===== src/rtl/memory_system_hs.sv =====
// Single-port word memory with valid/ready request/response handshake.
// Optional access checking via `MEM_ERROR_CHECK_EN (off by default).
module memory_system_hs #(
  parameter int    MEMORY_DEPTH = 32,
  parameter int    DATA_WIDTH   = 32,
  parameter string INIT_FILE    = ""
) (
  input  logic                    clk,
  input  logic                    reset_n,
  input  logic                    req_valid_i,
  output logic                    req_ready_o,
  input  logic                    req_we_i,
  input  logic [DATA_WIDTH/8-1:0] req_be_i,
  input  logic [DATA_WIDTH-1:0]   address_i,
  input  logic [DATA_WIDTH-1:0]   write_data,
  output logic                    rsp_valid_o,
  input  logic                    rsp_ready_i,
  output logic [DATA_WIDTH-1:0]   read_data_o,
  output logic                    rsp_error_o
);

  localparam int BYTES = DATA_WIDTH / 8;
  localparam int OFF_W = $clog2(BYTES);
  localparam int IDX_W = $clog2(MEMORY_DEPTH);

  typedef enum logic {
    EMPTY,
    FULL
  } state_t;

  state_t state, state_n;

  logic [DATA_WIDTH-1:0] mem [MEMORY_DEPTH];
  logic [DATA_WIDTH-1:0] rdata_q;
  logic                  err_q;
  logic [IDX_W-1:0]      idx;
  logic                  accept;
  logic                  req_err;
  logic                  wr_en;

  assign idx = address_i[OFF_W +: IDX_W];

`ifdef MEM_ERROR_CHECK_EN
  localparam int HI = OFF_W + IDX_W;
  localparam logic [DATA_WIDTH-1:0] OFF_MASK =
    DATA_WIDTH'(BYTES - 1);

  assign req_err = (|(address_i & OFF_MASK))
                 | (|(address_i >> HI));
`else
  logic unused_addr;

  // Offset and upper bits are dropped: addresses wrap.
  assign unused_addr = ^address_i;
  assign req_err     = 1'b0;
`endif

  // Ready is forced high during reset so nothing stalls there.
  assign req_ready_o = ~reset_n | ~rsp_valid_o | rsp_ready_i;
  assign accept      = reset_n & req_valid_i & req_ready_o;
  assign wr_en       = accept & req_we_i & ~req_err;

  assign rsp_valid_o = (state == FULL);
  assign read_data_o = rdata_q;
  assign rsp_error_o = err_q;

  always_comb begin
    state_n = state;
    unique case (state)
      EMPTY: if (accept) state_n = FULL;
      FULL: begin
        if (accept)           state_n = FULL;
        else if (rsp_ready_i) state_n = EMPTY;
      end
      default: state_n = EMPTY;
    endcase
  end

  always_ff @(posedge clk) begin
    if (!reset_n) begin
      state   <= EMPTY;
      rdata_q <= '0;
      err_q   <= 1'b0;
    end else begin
      state <= state_n;
      if (accept) begin
        rdata_q <= (req_we_i | req_err) ? '0 : mem[idx];
        err_q   <= req_err;
      end
    end
  end

  always_ff @(posedge clk) begin
    if (wr_en) begin
      for (int b = 0; b < BYTES; b++) begin
        if (req_be_i[b])
          mem[idx][8*b +: 8] <= write_data[8*b +: 8];
      end
    end
  end

endmodule

===== config.mk =====
export PLATFORM = sky130hd
export DESIGN_NAME = memory_system_hs
export DESIGN_NICKNAME = d
export VERILOG_FILES = /design/src/rtl/memory_system_hs.sv
export SDC_FILE = /design/constraint.sdc
export NUM_CORES = 1
export LEC_CHECK = 0
export CAP_MARGIN = 20
export CORE_MARGIN = 3
export CORE_UTILIZATION = 65
export CTS_BUF_LIST = sky130_fd_sc_hd__clkbuf_16
export CTS_CLUSTER_SIZE = 25
export DETAILED_ROUTE_END_ITERATION = 10
export PLACE_DENSITY = 0.83
export SLEW_MARGIN = 20
export SYNTH_ARGS = -nofsm -noshare
export SYNTH_HDL_FRONTEND = slang
export SYNTH_SLANG_ARGS = --single-unit

===== constraint.sdc =====
create_clock -name clk -period 3.4 [get_ports clk]
set_input_delay 0.34 -clock clk [delete_from_list [all_inputs] [get_ports clk]]
set_output_delay 0.34 -clock clk [all_outputs]
set_load 0.1 [all_outputs]

# ---- Word-level counts from Yosys, hierarchy flattened
# Memories as Yosys holds them, arrays and structs flattened.
# Cells that the tools add are included.
dict set report totals {
  register_bits 33
  ram_bits 1024
  inputBits 73
  wordCells 27
  n_memories 1
}
# name words width rd rd_ports_with_merged_regs write_ports line
set memory_table {}
lappend memory_table {mem 32 32 1 0 1 33} ;# logic [DATA_WIDTH-1:0] mem [MEMORY_DEPTH];
dict set report classes {
  n_mux 17
  bitwise_logic 7
}
# operator n
set op_table {}
lappend op_table {{32-bit two-way mux} 1}
lappend op_table {{1-bit two-way mux} 15}
lappend op_table {{1-bit bitwise AND} 3}
lappend op_table {{1-bit NOT} 2}
lappend op_table {{1-bit OR} 2}
lappend op_table {{1-bit case mux with 2 select lines} 1}

# ---- Logic depth before layout (Yosys ltp)
dict set report depth {
  word_depth 7
  ltp_mapped 9
  depth_no_buf 5
}

# ---- Worst setup path before layout
# No wires, ideal clock.
dict set report synth_path {
  path_type {register -> output}
  start {reg state, in the netlist rsp_valid_o}
  end {out req_ready_o}
  arrival_time_ns 1.961
  slack_ns 1.099
  stages_incl_launch_ff 2
  n_path_buf 0
  cell_sequence {dfxtp_1 > nand3b_1}
}
dict set report synth_via {
  elab_chain_len 3
}
# element line
set synth_rtl {}
lappend synth_rtl {{start, declared} 31} ;# state_t state, state_n;
lappend synth_rtl {{start signal, assigned} 85} ;# state <= state_n;
lappend synth_rtl {{1-bit NOT} 59} ;# assign req_ready_o = ~reset_n | ~rsp_valid_o | rsp_ready_i;
lappend synth_rtl {{1-bit OR (2 in series)} 59}
lappend synth_rtl {{end, declared} 11} ;# output logic req_ready_o,
# No other way between the ends.

# ---- Worst setup path after layout
dict set report layout_path {
  start {in address_i[2]}
  end {mem mem[5][20], enable pin}
}
# element line
set layout_rtl {}
lappend layout_rtl {{start, declared} 14} ;# input logic [DATA_WIDTH-1:0] address_i,
lappend layout_rtl {{end, declared} 33}
# Straight into the memory's write port.

==> flow_summary.toml <==
[clock_tree]
cts.repair.resized = 0
clock_tree_from_tritoncts = "built"
cts_hold_repair.buffers = 0
clk_root_buffer_cell = "sky130_fd_sc_hd__clkbuf_16"
numClockSinks = 1057
clkLatencyLatePin_ns = 0.65
cts_made_buffers = 97
clock_path_buffers = 3
clock_tree.htree_level_count = 3
cts_post_setup_buffers_inserted = 0
clk_pin_slew_worst_paths_ns = 0.06

[sta]
timing.final.max_slew_violations = 0
fmax_mhz = 368
grt_setup_unrepaired = "false"
timing.final.hold_violations = 0
worst_margin_slew_ns = 1.14
setup_violations = 0
final_worst_path_period_share_pct = 79.9
clock-skew-final_ns = 0.0166
whs_ns = 0.234
period_needed_ns = 2.72
worst_slew_margin_rel_pct = 23.6
fin_setup_tns_ns = 0

[yosys]
synth.area.top_cells = "sky130_fd_sc_hd__edfxtp_1 (75%), sky130_fd_sc_hd__mux2i_1 (13%), sky130_fd_sc_hd__o22ai_1 (3.9%)"
yosys_warnings = 0
syn_inst_count = 2301
ys_async_sr_fraction_pct = 0
ys_ff_latch = 1057
synth-seq-area-share_pct = 77.1
commonest_register_cell_after_synthesis = "sky130_fd_sc_hd__edfxtp_1"
yosysTopAreaCellShare_pct = 75.5
synth_top_cell_by_area = "sky130_fd_sc_hd__edfxtp_1"
syn_avg_cell_area_um2 = 17.7
synthDistinctLibCells = 31
synthesized_area_um2 = 40700
synthesis.nets = 2374
synth_enable_flop_cells = 1024

[floorplanning]
initial_utilization_pct = 65.9
core_region_area_um2 = 61800
die_h_um = 256
floorplan.die_area_um2 = 65700
x_dimension_of_the_die_um = 256
pin_count = 108
num_rows = 91

[detailed_routing]
routed-via-count = 22900
route.detailed.wl_per_inst_um = 28.0
ant_nets = 0
drt-vias-per-instance = 6.58
finalWirelength_mm = 97.1
detailedRoute.firstPassIterationCount = 9
detail_route.iter0.violations = 3325
count_of_unresolved_drc_violations_after_routing = 0

[worst_setup_path]
crit_fanout = 15
critical_path.startpoint_type = "primary input"
worst-endpoint-arrival_ns = 3.06
required_ns = 3.74
cp-end-kind = "flop"
timing.setup.critical_path_class = "in2reg"

[cells_and_area]
design.final.nets = 2625
final_cell_count_no_fill = 3471
area.growth.synth_to_final_pct = 14.3
drive_above_1_share_pct = 14.3

[power]
cellPowerDensity_nw_per_um2 = 559
leak_nw = 16.5
overall_power_w = 0.0260
irDropWorstVdd_mv = 0.490

[placement]
port_buffers = 79
detailed_place_hpwl_mm = 58.4
final_weighted_congestion_in_routability_driven_placement = 0.885
numPlacedInstances = 3289

[grt]
grt.total_usage_pct = 29.6
maximum_number_of_pins_on_one_net_before_global_route_repair = 69
initial_antenna_violation_count = 5
grt_first_pass_wirelength_mm = 143
number_of_global_route_vias_before_repair = 23000
grt_remaining_overflow = 0

[min_path]
hold_class = "in2reg"

[run]
max_cap_violation_count = 0

[outcome]
result_of_the_run = "completed"
-- layout by cell type, fill, tap and decap left out, drive strengths merged --
master            n
nand3             4
edfxtp         1024
dfxtp            33
nor3              1
buf             236
bufinv           10
nand4b            4
diode             5
nand2b            1
nand3b            1
o22ai           256
inv              28
nand4bb           6
mux2i           512
clkbuf           97
or4               1
conb              1
nand2            67
nor2b             2
and3              1
clkinvlp          1
nor2            131
nand4             1
a22o             32
and2              1
a21boi            1
clkdlybuf4s50    63
and4              1
clkinv           40
or4b              4
and3b             2
nor3b             3
nor4             64
-- metal layers --
layer | up-vias | share of wire [%] | GRT usage, %
met5 | - | 0.023 | 0
met4 | 4 | 4.7 | 12.4
met3 | 283 | 10 | 6.78
met2 | 1403 | 49 | 48.5
met1 | 11500 | 36 | 38.6
li1 | 9708 | - | -
-- sequential cells by signal, summed over array words and instances, names as in the netlist --
| name | count |
|---|---|
| rsp_valid_o | 1 |
| mem | 1024 |
| read_data_o | 32 |
-- final timing paths --
path	start	endpoint	slack, ns	cells after the start
max	address_i[2]	mem[5][20]	0.68	6
max reg2reg	rsp_valid_o	mem[23][22]	1.03	6
min	write_data[19]	mem[17][19]	0.23	1
min reg2reg	read_data_o[27]	read_data_o[27]	0.49	1
-- cell usage after synthesis, types with 2 or more instances --
| cell type | instances |
|---|---|
| sky130_fd_sc_hd__nand4b_1 | 4 |
| sky130_fd_sc_hd__clkbuf_1 | 19 |
| sky130_fd_sc_hd__nor2b_1 | 2 |
| sky130_fd_sc_hd__a22o_1 | 32 |
| sky130_fd_sc_hd__or4b_1 | 3 |
| sky130_fd_sc_hd__nand4bb_1 | 6 |
| sky130_fd_sc_hd__dfxtp_1 | 33 |
| sky130_fd_sc_hd__nand3_1 | 4 |
| sky130_fd_sc_hd__buf_4 | 18 |
| sky130_fd_sc_hd__nor3b_1 | 3 |
| sky130_fd_sc_hd__buf_6 | 22 |
| sky130_fd_sc_hd__o22ai_1 | 256 |
| sky130_fd_sc_hd__nor4_1 | 64 |
| sky130_fd_sc_hd__nor2_1 | 131 |
| sky130_fd_sc_hd__and3b_1 | 2 |
| sky130_fd_sc_hd__buf_2 | 76 |
| sky130_fd_sc_hd__mux2i_1 | 512 |
| sky130_fd_sc_hd__nand2_1 | 67 |
| sky130_fd_sc_hd__buf_1 | 12 |
| sky130_fd_sc_hd__edfxtp_1 | 1024 |
-- final cells by class --
cell class | count | area (um^2)
diodes | 5 | 12.5
flip-flops and latches | 1057 | 31400
well taps | 837 | 1050
multi-input cells | 1097 | 8480
clock inverters | 79 | 591
fillers | 3283 | 15300
repair buffers | 299 | 2570
clock buffers | 97 | 2430
-- stage by stage --
step | util [%] | worst slack, ns | instance area (um^2)
after detailed placement | 70.5 | 0.243 | 43600
after global routing | 75.3 | 0.654 | 46500
after global placement | 70.5 | 0.302 | 43600
after CTS | 75.3 | 0.813 | 46600
after floorplan | - | 1.10 | 40700
final | 75.3 | 0.683 | 46500
-- logic make-up after synthesis --
logic type | count (synthesis) | synth area share, %
AOI/OAI and AO/OA | 289 | 4.64
buffers and inverters | 147 | 2.16
DFF | 1057 | 77.1
muxes | 512 | 12.6
other | 1 | 0.00921
and+or+nand+nor | 295 | 3.49
-- worst max-delay path, cell delays in order --
cell and delay, ns:
sky130_fd_sc_hd__clkdlybuf4s50_1 0.84, sky130_fd_sc_hd__buf_4 0.25, sky130_fd_sc_hd__nor2b_1 0.50, sky130_fd_sc_hd__nand3_1 0.61, sky130_fd_sc_hd__nor2_1 0.28, sky130_fd_sc_hd__buf_4 0.22
-- report_power, final --
group          total [W]  switching, W  internal, W
logic            0.00132      0.000893     0.000428
registers         0.0143     0.0000188       0.0143
clock network     0.0104       0.00447      0.00591
(Power assumes the default switching activity.)
